===== src/rtl/uart_report_pkg.sv =====
// Shared constants and types for the UART status-report transmitter.
package uart_report_pkg;

    localparam int MSG_LEN = 10;

    localparam logic [7:0] ASC_SP    = 8'h20;
    localparam logic [7:0] ASC_COLON = 8'h3A;
    localparam logic [7:0] ASC_DOT   = 8'h2E;
    localparam logic [7:0] ASC_DASH  = 8'h2D;
    localparam logic [7:0] ASC_CR    = 8'h0D;
    localparam logic [7:0] ASC_LF    = 8'h0A;
    localparam logic [7:0] ASC_S     = 8'h53;
    localparam logic [7:0] ASC_C     = 8'h43;
    localparam logic [7:0] ASC_R     = 8'h52;
    localparam logic [7:0] ASC_P     = 8'h50;
    localparam logic [7:0] ASC_0     = 8'h30;

    localparam logic [1:0] ST_IDLE  = 2'd0;
    localparam logic [1:0] ST_START = 2'd1;
    localparam logic [1:0] ST_WAIT  = 2'd2;

    typedef struct packed {
        logic [6:0] dh;
        logic [6:0] dl;
        logic       dot;
        logic       en;
        logic       chg;
    } snap_t;

endpackage


===== src/rtl/uart_report_tx_if.sv =====
// Byte link between the report generator and the UART transmitter.
interface uart_report_tx_if;
    logic       tx_start;
    logic [7:0] tx_data;
    logic       tx_done;

    modport master (output tx_start, output tx_data, input tx_done);
    modport slave  (input tx_start, input tx_data, output tx_done);
endinterface


===== src/rtl/uart_report_tx_bin2ascii2.sv =====
// Converts a 0..99 value to two ASCII digits; 100..127 renders as "--".
module bin2ascii2
    import uart_report_pkg::*;
(
    input  logic [6:0] val_i,
    output logic [7:0] tens_o,
    output logic [7:0] ones_o
);
    logic [6:0] tens;
    logic [6:0] ones;

    always_comb begin
        tens = val_i / 7'd10;
        ones = val_i - tens * 7'd10;
        if (val_i > 7'd99) begin
            tens_o = ASC_DASH;
            ones_o = ASC_DASH;
        end else begin
            tens_o = ASC_0 + {1'b0, tens};
            ones_o = ASC_0 + {1'b0, ones};
        end
    end
endmodule


===== src/rtl/uart_report_tx.sv =====
// Snapshots display state and streams it as a 10-byte ASCII line, on request
// or on a periodic timer, paced by the UART tx_done pulse.
module uart_report_tx
    import uart_report_pkg::*;
#(
    parameter int unsigned AUTO_PERIOD = 100_000_000
) (
    input  logic             clk,
    input  logic             reset,
    input  logic             req,
    input  logic [6:0]       digit_h,
    input  logic [6:0]       digit_l,
    input  logic             dot,
    input  logic             enable,
    input  logic             change,
    uart_report_tx_if.master uart,
    output logic             busy,
    output logic             frame_done
);
    localparam logic [31:0] TIMER_LAST = (AUTO_PERIOD == 0) ? 32'd0 : 32'(AUTO_PERIOD - 1);

    logic [31:0] timer_q;
    logic        tick;
    logic [1:0]  state_q, state_d;
    logic [3:0]  idx_q, idx_d;
    logic        pending_q, pending_d;
    logic        trig_q, trig_d;
    logic        adv_q, adv_d;
    logic        frame_done_q, frame_done_d;
    logic [7:0]  hold_q, hold_d;
    snap_t       snap_q, snap_d;
    logic [7:0]  h_tens, h_ones, l_tens, l_ones;
    logic [7:0]  byte_mux;

    assign tick = (AUTO_PERIOD != 0) && (timer_q == TIMER_LAST);

    always_ff @(posedge clk or negedge reset) begin
        if (!reset)                timer_q <= '0;
        else if (tick)             timer_q <= '0;
        else if (AUTO_PERIOD != 0) timer_q <= timer_q + 32'd1;
    end

    bin2ascii2 u_h (.val_i(snap_q.dh), .tens_o(h_tens), .ones_o(h_ones));
    bin2ascii2 u_l (.val_i(snap_q.dl), .tens_o(l_tens), .ones_o(l_ones));

    always_comb begin
        byte_mux = 8'h00;
        case (idx_q)
            4'd0: byte_mux = snap_q.chg ? ASC_C : ASC_S;
            4'd1: byte_mux = snap_q.en  ? ASC_R : ASC_P;
            4'd2: byte_mux = ASC_SP;
            4'd3: byte_mux = h_tens;
            4'd4: byte_mux = h_ones;
            4'd5: byte_mux = snap_q.dot ? ASC_DOT : ASC_COLON;
            4'd6: byte_mux = l_tens;
            4'd7: byte_mux = l_ones;
            4'd8: byte_mux = ASC_CR;
            4'd9: byte_mux = ASC_LF;
            default: byte_mux = 8'h00;
        endcase
    end

    // Triggers are registered once, which gives the one-cycle request latency;
    // adv_q adds the matching cycle between a tx_done and the next start.
    always_comb begin
        state_d      = state_q;
        idx_d        = idx_q;
        pending_d    = pending_q;
        adv_d        = adv_q;
        hold_d       = hold_q;
        snap_d       = snap_q;
        frame_done_d = 1'b0;
        trig_d       = req | tick;
        case (state_q)
            ST_IDLE: begin
                if (trig_q || pending_q) begin
                    snap_d    = '{dh: digit_h, dl: digit_l, dot: dot, en: enable, chg: change};
                    idx_d     = 4'd0;
                    pending_d = 1'b0;
                    state_d   = ST_START;
                end
            end
            ST_START: begin
                hold_d  = byte_mux;
                state_d = ST_WAIT;
            end
            ST_WAIT: begin
                if (adv_q) begin
                    adv_d   = 1'b0;
                    state_d = ST_START;
                end else if (uart.tx_done) begin
                    if (idx_q == 4'(MSG_LEN - 1)) begin
                        frame_done_d = 1'b1;
                        state_d      = ST_IDLE;
                    end else begin
                        idx_d = idx_q + 4'd1;
                        adv_d = 1'b1;
                    end
                end
            end
            default: state_d = ST_IDLE;
        endcase
        if (state_q != ST_IDLE && trig_q) pending_d = 1'b1;
    end

    always_ff @(posedge clk or negedge reset) begin
        if (!reset) begin
            state_q      <= ST_IDLE;
            idx_q        <= '0;
            pending_q    <= 1'b0;
            trig_q       <= 1'b0;
            adv_q        <= 1'b0;
            frame_done_q <= 1'b0;
            hold_q       <= 8'h00;
            snap_q       <= '0;
        end else begin
            state_q      <= state_d;
            idx_q        <= idx_d;
            pending_q    <= pending_d;
            trig_q       <= trig_d;
            adv_q        <= adv_d;
            frame_done_q <= frame_done_d;
            hold_q       <= hold_d;
            snap_q       <= snap_d;
        end
    end

    assign uart.tx_start = (state_q == ST_START);
    assign uart.tx_data  = (state_q == ST_START) ? byte_mux : hold_q;
    assign busy          = (state_q != ST_IDLE);
    assign frame_done    = frame_done_q;

endmodule


===== src/flat_wrapper.sv =====
// flat-port wrapper written by rule: the top's interface ports become plain ports
module uart_report_tx_flat import uart_report_pkg::*;
#(
    parameter int unsigned AUTO_PERIOD = 100_000_000
)
  (clk, reset, req, digit_h, digit_l, dot, enable, change, busy, frame_done, uart_tx_start, uart_tx_data, uart_tx_done);
  uart_report_tx_if uart_i ();
  input  logic clk;
  input  logic reset;
  input  logic req;
  input  logic [6:0] digit_h;
  input  logic [6:0] digit_l;
  input  logic dot;
  input  logic enable;
  input  logic change;
  output logic busy;
  output logic frame_done;
  output wire logic [$bits(uart_i.tx_start)-1:0] uart_tx_start;
  output wire logic [$bits(uart_i.tx_data)-1:0] uart_tx_data;
  input wire logic [$bits(uart_i.tx_done)-1:0] uart_tx_done;
  assign uart_tx_start = uart_i.tx_start;
  assign uart_tx_data = uart_i.tx_data;
  assign uart_i.tx_done = uart_tx_done;
  uart_report_tx #(.AUTO_PERIOD(AUTO_PERIOD)) u_core (.clk(clk), .reset(reset), .req(req), .digit_h(digit_h), .digit_l(digit_l), .dot(dot), .enable(enable), .change(change), .uart(uart_i), .busy(busy), .frame_done(frame_done));
endmodule

===== config.mk =====
export PLATFORM = sky130hd
export DESIGN_NAME = uart_report_tx_flat
export DESIGN_NICKNAME = d
export VERILOG_FILES = /design/src/rtl/uart_report_pkg.sv /design/src/rtl/uart_report_tx_if.sv /design/src/rtl/uart_report_tx_bin2ascii2.sv /design/src/rtl/uart_report_tx.sv /design/src/flat_wrapper.sv
export SDC_FILE = /design/constraint.sdc
export NUM_CORES = 1
export LEC_CHECK = 0
export BUFFER_PORTS_ARGS = -buffer_cell sky130_fd_sc_hd__buf_4
export CORE_UTILIZATION = 34
export CTS_BUF_LIST = sky130_fd_sc_hd__clkbuf_4
export CTS_CLUSTER_DIAMETER = 60
export CTS_CLUSTER_SIZE = 14
export DETAILED_ROUTE_END_ITERATION = 10
export HOLD_SLACK_MARGIN = 0.03
export MAX_ROUTING_LAYER = met4
export PLACE_DENSITY_LB_ADDON = 0.15
export SLEW_MARGIN = 20
export SYNTH_ARGS = -nofsm -noshare
export SYNTH_HDL_FRONTEND = slang
export SYNTH_SLANG_ARGS = --single-unit

===== constraint.sdc =====
create_clock -name clk -period 6.53 [get_ports clk]
set_input_delay 0.3265 -clock clk [delete_from_list [all_inputs] [get_ports clk]]
set_output_delay 0.3265 -clock clk [all_outputs]
set_load 0.02 [all_outputs]

# ---- After elaboration in Yosys (flattened, before gate mapping)
# Cells that the tools add are included.
dict set report word_totals {
  word_cells 88
  ff_bits 67
  inputBits 21
  output_inout_bits 11
}
dict set report op_classes {
  muxes 30
  div 2
  n_lt_le_gt_ge 2
  n_reduce_logical 12
  n_eq_ne 18
  add_sub_neg 8
  n_bitwise 1
  mul 2
}
# cell count
set op_table {}
lappend op_table {{$pmux 8 s10} 1}
lappend op_table {{$mux 8} 5}
lappend op_table {{$add 32x1->32 const B} 1}
lappend op_table {{$add 6x7->8 const A} 4}
lappend op_table {{$eq 32x27->1 const B} 1}
lappend op_table {{$mux 32} 1}
lappend op_table {{$eq 4x3->1 const B} 4}
lappend op_table {{$mux 4} 4}
lappend op_table {{$div 7x4->7 const B} 2}
lappend op_table {{$gt 7x7->1 const B} 2}
lappend op_table {{$mul 7x3->6 const B} 2}
lappend op_table {{$sub 7x7->7} 2}
lappend op_table {{$mux 1} 10}
lappend op_table {{$mux 2} 5}
lappend op_table {{$mux 5} 2}
lappend op_table {{$eq 4x2->1 const B} 2}
lappend op_table {{$eq 4x4->1 const B} 2}
lappend op_table {{$pmux 4 s2} 1}
lappend op_table {{$reduce_bool 2->1} 4}
lappend op_table {{$ne 2x2->1 const B} 3}
lappend op_table {{$pmux 2 s3} 1}
lappend op_table {{$reduce_and 5->1} 1}
lappend op_table {{$add 4x1->4 const B} 1}
lappend op_table {{$eq 4x1->1 const B} 1}
lappend op_table {{12 further kinds} 13}

# ---- Depth between registers and ports, before layout
# Gate-level depths: netlist of the first run.
dict set report logic_depth {
  word_depth 7
  ltp_mapped 22
}

# ---- Cells and area by module
# From an unflattened synthesis of the first run, not the netlist that was laid out.
dict set report hier_totals {
  cells_unflattened 518
  area_unflattened_um2 4728.3
}
# mod cells_each n_inst seq_area_each_um2 area_each_um2
set modules_own_cells {}
lappend modules_own_cells {uart_report_tx 327 1 1676.6 3393.3}
lappend modules_own_cells {{bin2ascii2 (u_core.u_l)} 100 1 0.0 694.4}
lappend modules_own_cells {{bin2ascii2 (u_core.u_h)} 91 1 0.0 640.6}

# ---- Worst setup path after synthesis of the first run
# Ideal clock, no wire load.
dict set report synth_timing {
  path_kind {flip-flop to output port}
  start {register u_core.snap_q[15] (netlist bit)}
  end {output uart_tx_data[6]}
  n_path_buf 1
  stages_incl_launch_ff 23
  arrival_time_ns 5.013
  path_slack_ns 1.191
  path_cell_list {dfrtp_1 -> buf_4 -> inv_1 -> ha_1 -> o21ai_2 -> xnor2_1 -> a21oi_1 -> a311oi_1 -> ha_1 -> o2bb2ai_1 -> a2111oi_2 -> or2_2 -> ha_1 -> ha_1 -> fa_1 -> inv_1 -> ha_1 -> xnor2_1 -> inv_1 -> ha_1 -> or3_1 -> mux2_4 -> a21oi_2}
}
dict set report synth_via {
  elab_chain_len 7
  elab_cells_between_ends 10
}
# item line
set synth_lines {}
lappend synth_lines {{from (decl)} uart_report_tx.sv:31} ;# snap_t snap_q, snap_d;
lappend synth_lines {{from (signal assigned)} uart_report_tx.sv:124} ;# snap_q <= snap_d;
lappend synth_lines {{$div 7x4->7} uart_report_tx_bin2ascii2.sv:13} ;# tens = val_i / 7'd10;
lappend synth_lines {{$mul 7x3->6} uart_report_tx_bin2ascii2.sv:14} ;# ones = val_i - tens * 7'd10;
lappend synth_lines {{$sub 7x7->7} uart_report_tx_bin2ascii2.sv:14}
lappend synth_lines {{$add 6x7->8} uart_report_tx_bin2ascii2.sv:20} ;# ones_o = ASC_0 + {1'b0, ones};
lappend synth_lines {{$mux 8} uart_report_tx_bin2ascii2.sv:15} ;# if (val_i > 7'd99) begin
lappend synth_lines {{$pmux 8 s10 (*)} uart_report_tx.sv:48} ;# case (idx_q)
lappend synth_lines {{$mux 8 (*)} uart_report_tx.sv:129} ;# assign uart.tx_data = (state_q == ST_START) ? byte_mux : hold_q;
lappend synth_lines {{to (decl)} flat_wrapper.sv:19} ;# output wire logic [$bits(uart_i.tx_data)-1:0] uart_tx_data;
# Every way passes the cells marked *; elsewhere a longest branch is shown, timed or not.

# ---- Worst setup path in the final report of the first run
# Same ends and word-level chain as after synthesis.

==> results.cfg, run 1 <==
[run_status]
status = finished, final reports clean

[synthesis]
seq_area_frac_synth = 0.367
synth-warning-count = 0
yosys.area_share.simple = 0.221
synth_top_family_by_area = simple AND/OR/NAND/NOR gates
synthXorXnorAreaFrac = 0.0843
synth_mux_area_frac = 0.0271
synthCells = 513
yosys_register_bits = 67
synth.largest_area_cell = dfrtp_1
synth_fa_ha_area_frac = 0.0887
ys_types = 67
ys.flop_type = dfrtp_1
yosys-top-cells-area = dfrtp_1 (37%), ha_1 (7.1%), xnor2_1 (4.8%), nand2_1 (4.4%), nor2_1 (4.4%)
netlist_area_sq_mm = 0.00457
synth_edf_count = 0
synth_top_area_frac = 0.367
synth_compound_area_frac = 0.166
syn_nets = 564
async_reset_ff_frac = 1.00
synth.avg_cell_area_sq_um = 8.91

[layout]
layout-drive-gt1-share = 0.154
nets = 591
stdcell_count = 721
final_cell_mix = dfrtp_1 (64), nand2_1 (53), nor2_1 (52), buf_4 (32)
syn_to_final_growth_pct = 12.0
diodes = 0
final_common_cell = dfrtp_1

[drt]
drc = 0
first_iter_violations = 205
post_drt_wl_per_cell_um = 14.7
ant_nets = 0
totalWireLength_um = 10600
dr.pass1.iters = 4
vias_per_cell = 5.17
num_vias = 3725

[clock_tree]
clk_pin_slew_worst_paths_ns = 0.12
insertion_delay_ns = 0.44
cts_tree = built
cts_made_buffers = 9
cts_root_buffer = clkbuf_4
clk_path_buf_depth = 2
h-tree-depth = 3
clock-sinks = 67

[die]
start_util = 0.347
core.rowCount = 42
die_area_sq_mm = 0.0139
fp.dieW_um = 118
core-area_sq_mm = 0.0132
pin_count = 32
die_y_um = 118

[placed_design]
post-place-ws_ns = 0.674
dp_hpwl_um = 7510
port_buffers = 31
placed_cells_incl_taps = 703
gp_congestion = 0.848

[timing]
min_period_ns = 6.11
period_share = 0.936
finalSetupTns_ns = 0
rsz0062_at_grt = false
finalHoldViolations = 0
timing.fmax_mhz = 164
slew_violations = 0
setup_ws_ns = 0.417
tightest_slew_ns = 0.904
maxSlewHeadroom = 0.397
fin_skew_ns = 0.00899
setup_violations = 0

[critical_path]
cp-start-kind = flip-flop
ff2ff_setup_slack_ns = 1.27
crit_fanout = 11
crit_path_end_kind = output pin
critPathArrivalTime_ns = 5.79
path_class = flip-flop to output pin
crit_end = uart_tx_data[6]
critPathLaunch = u_core.snap_q[15]
r2r-end = u_core.hold_q[6]
required_ns = 6.20
r2r_cells = 21
r2r_start = u_core.snap_q[15]

[global_routing]
track_usage = 0.165
grt_max_degree = 68
grt_pass1_wl_um = 17800
grt.overflow.total = 0
grt_pass1_vias = 3649
antenna_found_initial = 0

[run]
cap_violations = 0

[min_path]
hold_path_class = input pin to flip-flop
flip-flops by register name, summed over array words and instances, names as in the netlist, 2 cells and up:
name	flops
u_core.state_q	2
u_core.hold_q	8
u_core.timer_q	32
u_core.snap_q	17
u_core.idx_q	4
through the flow:
| step | instance area, sq um | hold WS [ns] | utilization |
|---|---|---|---|
| floorplan | 4570 | 0.0309 | - |
| global placement | 4940 | 0.463 | 0.375 |
| detailed placement | 4940 | 0.466 | 0.375 |
| CTS | 5100 | 0.0429 | 0.387 |
| global route | 5120 | 0.0359 | 0.388 |
| finish | 5120 | 0.0840 | 0.388 |
critical path, cell delays in order, from the launching register on:
cell and delay [ns]:
dfrtp_2 0.50, inv_1 0.16, ha_1 0.29, o21ai_2 0.13, xnor2_2 0.28, a21oi_1 0.11, a311oi_2 0.45, ha_1 0.34
o2bb2ai_1 0.15, a2111oi_2 0.33, or2_2 0.19, ha_1 0.14, ha_1 0.15, fa_1 0.41, inv_1 0.07, ha_1 0.25
xnor2_1 0.20, inv_1 0.06, ha_1 0.20, or3_1 0.36, mux2_4 0.26, a21oi_2 0.15, buf_4 0.15
cell usage after synthesis, drive strengths merged, types with 4 or more instances:
master	number
and3	5
o22ai	7
nor2	55
xnor2	25
fa	4
dfrtp	67
ha	26
buf	10
o21ai	30
nand3	19
xor2	19
nor2b	7
clkbuf	8
nor3	6
nand2b	12
inv	32
a21oi	32
a221oi	5
nor3b	4
a21o	7
nor4	9
nand2	53
mux2	8
or3	5
nand4	9
or2	4
timing repair:
| action | 4_1_cts | 5_1_grt |
|---|---|---|
| endpoints found under the hold margin | 68 | 0 |
| endpoints found under the setup margin | 0 | 2 |
| setup buffers | 0 | 0 |
| hold buffers | 2 | 0 |
| gates resized for setup | 0 | 6 |
cells by family (layout without fill, tap and decap cells):
| family | count (synthesis) | in the layout |
|---|---|---|
| xor+xnor | 44 | 44 |
| compound gates | 115 | 115 |
| simple gates | 196 | 196 |
| buf+inv | 50 | 82 |
| mux | 11 | 11 |
| fa+ha+maj | 30 | 30 |
| flops | 67 | 67 |
routing by layer:
layer  GRT usage  part of all wire  up-vias
li1            -                 -     1862
met1       0.198              0.46     1792
met2       0.268              0.49       59
met3      0.0460             0.036       12
met4      0.0505             0.011        0
met5           -                 0        -
final cells by class:
type                    count  area (sq um)
fillers                  1343          8070
repair buffers             34           260
clock inverters             7          67.6
inverters                  32           123
multi-input cells         396          2700
well taps                 176           220
clock buffers               9          67.6
flip-flops and latches     67          1680
worst min-delay path by stage:
stage,end,slack [ns],start,depth (start not counted)
4_1_cts,u_core.snap_q[5],0.04,digit_l[2],3
2_1_floorplan,u_core.adv_q,0.03,reset,0
6_report,u_core.snap_q[5],0.08,digit_l[2],3
3_5_place_dp,u_core.timer_q[31],0.47,u_core.timer_q[31],1
5_1_grt,u_core.snap_q[5],0.04,digit_l[2],3
3_3_place_gp,u_core.hold_q[5],0.46,u_core.hold_q[5],2
Power of run 1 is not shown: default switching activity piles up to over one toggle a cycle in this logic, so the estimate is an artifact.
==> run 2: changes to the inputs <==
--- a/config.mk
+++ b/config.mk
@@ -6,6 +6,8 @@
 export NUM_CORES = 1
 export LEC_CHECK = 0
 export BUFFER_PORTS_ARGS = -buffer_cell sky130_fd_sc_hd__buf_4
+export CAP_MARGIN = 5
+export CORE_MARGIN = 5
 export CORE_UTILIZATION = 34
 export CTS_BUF_LIST = sky130_fd_sc_hd__clkbuf_4
 export CTS_CLUSTER_DIAMETER = 60
==> results.cfg, run 2 (synthesis gave the netlist of run 1 again) <==
[run_status]
status = finished, final reports clean

[timing]
slew_violations = 0
timing.fmax_mhz = 164
period_share = 0.933
setup_violations = 0
finalSetupTns_ns = 0
rsz0062_at_grt = false
finalHoldViolations = 0
min_period_ns = 6.09
tightest_slew_ns = 0.871
fin_hold_ws_ns = 0.109
fin_skew_ns = 0.0107
maxSlewHeadroom = 0.419

[die]
fp.dieW_um = 126
pin_count = 32
die_y_um = 126
core.rowCount = 42
die_area_sq_mm = 0.0159
start_util = 0.347
core-area_sq_mm = 0.0132

[drt]
post_drt_wl_per_cell_um = 15.0
first_iter_violations = 154
ant_nets = 0
totalWireLength_um = 10800
vias_per_cell = 5.20
drc = 0
num_vias = 3741
dr.pass1.iters = 4

[critical_path]
cp-start-kind = flip-flop
critical-path-max-stage-delay_ns = 0.51
critPathArrivalTime_ns = 5.77
crit_path_end_kind = output pin
worstPathCellList = inv_1, ha_1, and2_1, o21ai_1, a21oi_1, a311oi_2, ha_1, o2bb2ai_1, a2111oi_2, or2_2, ha_1, ha_1, fa_1, inv_1, ha_1, xnor2_1, inv_1, ha_1, or3_1, mux2_4, a21oi_2, buf_4
path_class = flip-flop to output pin
crit_fanout = 11
cpMostUsedCell = ha_1
required_ns = 6.20
crit_slowest_cell = dfrtp_2

[global_routing]
antenna_found_initial = 0
grt.overflow.total = 0
met2_usage = 0.232
track_usage = 0.144
grt_pass1_wl_um = 18400
grt_max_degree = 68
use_met1 = 0.184
grt_busiest_layer = met2
gr-usage-met3 = 0.0364
grt_pass1_vias = 3816

[placed_design]
gp_congestion = 0.870
port_buffers = 31
dp_hpwl_um = 7830

[layout]
layout-drive-gt1-share = 0.153
syn_to_final_growth_pct = 11.8
top_register = u_core.timer_q
nets = 590
final_cell_mix = dfrtp_1 (65), nand2_1 (53), nor2_1 (52), buf_4 (32)
top_regs = u_core.timer_q (32), u_core.snap_q (17), u_core.hold_q (8)
final_common_cell = dfrtp_1
nFillCells = 1323
largest_reg_flops = 32
diodes = 0

[min_path]
hold_path_class = input pin to flip-flop

[clock_tree]
cts_made_buffers = 9
insertion_delay_ns = 0.41
cts_root_buffer = clkbuf_4
clk_pin_slew_worst_paths_ns = 0.12
h-tree-depth = 3
clock-sinks = 67
clk_path_buf_depth = 2
cts_tree = built

[run]
cap_violations = 0
-- run 2: timing repair --
| action | CTS | global route |
|---|---|---|
| resized for setup | 0 | 5 |
| endpoints found under the hold margin | 19 | 0 |
| buffers inserted | 0 | 0 |
| setup endpoints to repair | 0 | 2 |
| hold buffers | 1 | 0 |
-- run 2: path summary, 6_finish.rpt --
check	start	endpoint	slack, ns	cells after the start
worst min-delay path	req	u_core.trig_q	0.11	2
min in group asynchronous	reset	u_core.hold_q[4]	0.55	2
worst max-delay path	u_core.snap_q[15]	uart_tx_data[6]	0.44	22
worst max register to register	u_core.snap_q[15]	u_core.hold_q[6]	1.26	21
worst min register to register	u_core.timer_q[31]	u_core.timer_q[31]	0.48	1
max in group asynchronous	reset	u_core.snap_q[15]	5.35	2
-- run 2: metal layers --
layer	share of wire	vias to the layer above	wire length (um)
met5	0	-	0
met4	0.0091	0	99
met3	0.032	6	345
met2	0.49	53	5280
met1	0.47	1825	5110
li1	-	1857	-
-- run 2: layout make-up --
type                    instances  area (sq um)  area share
multi-input cells             396          2710       0.529
flip-flops and latches         67          1680       0.328
repair buffers                 33           250      0.0489
well taps                     176           220      0.0431
inverters                      32           123      0.0240
clock buffers                   9          67.6      0.0132
clock inverters                 7          67.6      0.0132
-- run 2: through the flow --
| step | utilization | instance area, sq um | setup slack (ns) | std cells |
|---|---|---|---|---|
| global route | 0.388 | 5110 | 0.0158 | 720 |
| global placement | 0.375 | 4940 | 0.721 | 703 |
| finish | 0.388 | 5110 | 0.436 | 720 |
| CTS | 0.386 | 5090 | 0.0834 | 720 |
| floorplan | - | 4570 | 1.19 | 513 |
| detailed placement | 0.375 | 4940 | 0.604 | 703 |
-- run 2: worst max-delay path, delay by kind of cell, from the launching register on --
family | cells | cell delay [ns]
flops | 1 | 0.51
simple gates | 3 | 0.77
fa+ha+maj | 7 | 1.80
buf+inv | 4 | 0.42
mux | 1 | 0.27
xor+xnor | 1 | 0.19
compound gates | 6 | 1.37
Power of run 2 is left out for the same reason.
==> run 3: changes to the inputs <==
--- a/config.mk
+++ b/config.mk
@@ -13,6 +13,7 @@
 export CTS_CLUSTER_DIAMETER = 60
 export CTS_CLUSTER_SIZE = 14
 export DETAILED_ROUTE_END_ITERATION = 10
+export GPL_TIMING_DRIVEN = 0
 export HOLD_SLACK_MARGIN = 0.03
 export MAX_ROUTING_LAYER = met4
 export PLACE_DENSITY_LB_ADDON = 0.15
==> results.cfg, run 3 (synthesis gave the netlist of run 1 again) <==
[die]
pin_count = 32
fp.dieW_um = 126
die_y_um = 126
start_util = 0.347
core-area_sq_mm = 0.0132
core.rowCount = 42
die_area_sq_mm = 0.0159

[drt]
drc = 0
num_vias = 3737
first_iter_violations = 252
post_drt_wl_per_cell_um = 14.7
vias_per_cell = 5.06
dr.pass1.iters = 4
totalWireLength_um = 10800
ant_nets = 0

[min_path]
worstHoldEndpoint = u_core.snap_q[16]
min_from = digit_h[6]
whs_path_depth = 3
hold_path_class = input pin to flip-flop

[clock_tree]
cts_made_buffers = 9
clk_pin_slew_worst_paths_ns = 0.12
clock-sinks = 67
clk_path_buf_depth = 2
insertion_delay_ns = 0.44
cts_tree = built
h-tree-depth = 3
cts_root_buffer = clkbuf_4

[layout]
stdcell_count = 739
final_cell_area_sq_mm = 0.00524
diodes = 0
nFillCells = 1348
layout-drive-gt1-share = 0.160
final_cell_mix = dfrtp_1 (67), nand2_1 (53), nor2_1 (53), buf_4 (34)
final_common_cell = dfrtp_1
fin_util = 0.397
syn_to_final_growth_pct = 14.6
largest_reg_flops = 32
nets = 609
top_regs = u_core.timer_q (32), u_core.snap_q (17), u_core.hold_q (8)
top_register = u_core.timer_q

[critical_path]
required_ns = 6.20
crit_slowest_cell = dfrtp_1
r2r_start = u_core.snap_q[8]
crit_path_end_kind = output pin
critical-path-max-stage-delay_ns = 0.45
ff2ff_setup_slack_ns = 1.34
critPathArrivalTime_ns = 5.70
critPathBufInv = 5
cp_top_family = adder cells
r2r-end = u_core.hold_q[5]
cp-start-kind = flip-flop
worstPathCellList = buf_4, inv_1, ha_1, and2_1, o21ai_1, a21oi_1, a311oi_2, ha_1, o2bb2ai_1, a2111oi_2, or2_2, ha_1, ha_1, fa_1, inv_1, ha_1, xnor2_1, inv_1, ha_1, or3_1, mux2_4, a21oi_2, buf_4
crit_fanout = 9
r2r_cells = 22
cpMostUsedCell = ha_1
path_class = flip-flop to output pin

[placed_design]
placed_area_sq_mm = 0.00502
dp_hpwl_um = 8040
placed_cells_incl_taps = 720
port_buffers = 31
gp_congestion = 0.891
post-place-ws_ns = 0.482

[global_routing]
grt_pass1_vias = 3786
grt_max_degree = 68
track_usage = 0.148
antenna_found_initial = 0
grt.overflow.total = 0
grt_pass1_wl_um = 18700

[timing]
maxSlewHeadroom = 0.403
fin_skew_ns = 0.0185
setup_ws_ns = 0.499
slew_violations = 0
min_period_ns = 6.03
setup_violations = 0
tightest_slew_ns = 0.896
finalHoldViolations = 0
period_share = 0.924
timing.fmax_mhz = 166

[run_status]
status = finished, final reports clean

[run]
cap_violations = 0
## run 3: changes by cell type in the layout (fill, tap and decap cells not counted), sizes merged
cell and change:
dlygate4sd3 +1, bufinv +1, buf +10, clkbuf +9
clkinv -2
## run 3: cell type report
type                            count  area (sq um)  area share
Clock buffer                       10          75.1      0.0143
Multi-Input combinational cell    396          2710       0.516
Inverter                           32           123      0.0234
Sequential cell                    67          1680       0.320
Clock inverter                      6          88.8      0.0170
Timing Repair Buffer               34           260      0.0497
Buffer                             18          90.1      0.0172
Tap cell                          176           220      0.0420
## run 3: per-stage QoR
step / hold WS (ns) / TNS, ns
after global placement: 0.466 / 0
after global routing: 0.0668 / -0.00598
after CTS: 0.0467 / 0
after floorplan: 0.0309 / 0
after detailed placement: 0.467 / 0
final: 0.0863 / 0
## run 3: worst max-delay path by stage
stage	depth (start not counted)	startpoint	endpoint	slack [ns]
after floorplan	22	u_core.snap_q[15]	uart_tx_data[6]	1.19
after global placement	23	u_core.snap_q[15]	uart_tx_data[6]	0.44
after detailed placement	23	u_core.snap_q[15]	uart_tx_data[6]	0.48
after CTS	23	u_core.snap_q[15]	uart_tx_data[6]	0.10
after global routing	23	u_core.snap_q[15]	uart_tx_data[6]	-0.006
final	23	u_core.snap_q[15]	uart_tx_data[6]	0.50
## run 3: worst reg2reg max path: stages (launching register included)
cell and delay, ns:
dfrtp_1 0.53, buf_2 0.28, nand2b_1 0.17, nand3_1 0.12
o221ai_1 0.27, ha_1 0.40, nor2b_1 0.32, o21ai_0 0.18
a21oi_1 0.16, o211ai_1 0.14, ha_1 0.22, ha_1 0.19
fa_1 0.48, inv_1 0.04, ha_1 0.29, xnor2_1 0.21
inv_1 0.06, ha_1 0.28, nand3_1 0.06, a221oi_1 0.31
nor2_1 0.07, o21ai_1 0.20, nand2_1 0.09
## run 3: repair_timing
action | in CTS | in global routing
buffers inserted | 0 | 1
pin swaps | 0 | 1
resized for setup | 1 | 3
hold buffers | 2 | 0
endpoints found under the setup margin | 1 | 1
hold endpoints to repair | 31 | 0
## run 3: per-layer routing
layer / routed length (um) / part of all wire / GRT usage / vias to the layer above
met1: 5060 / 0.47 / 0.185 / 1774
li1: - / - / - / 1891
met5: 0 / 0 / - / -
met4: 129 / 0.012 / 0.0315 / 0
met3: 412 / 0.038 / 0.0440 / 13
met2: 5240 / 0.48 / 0.237 / 59
Power of run 3 is left out for the same reason.
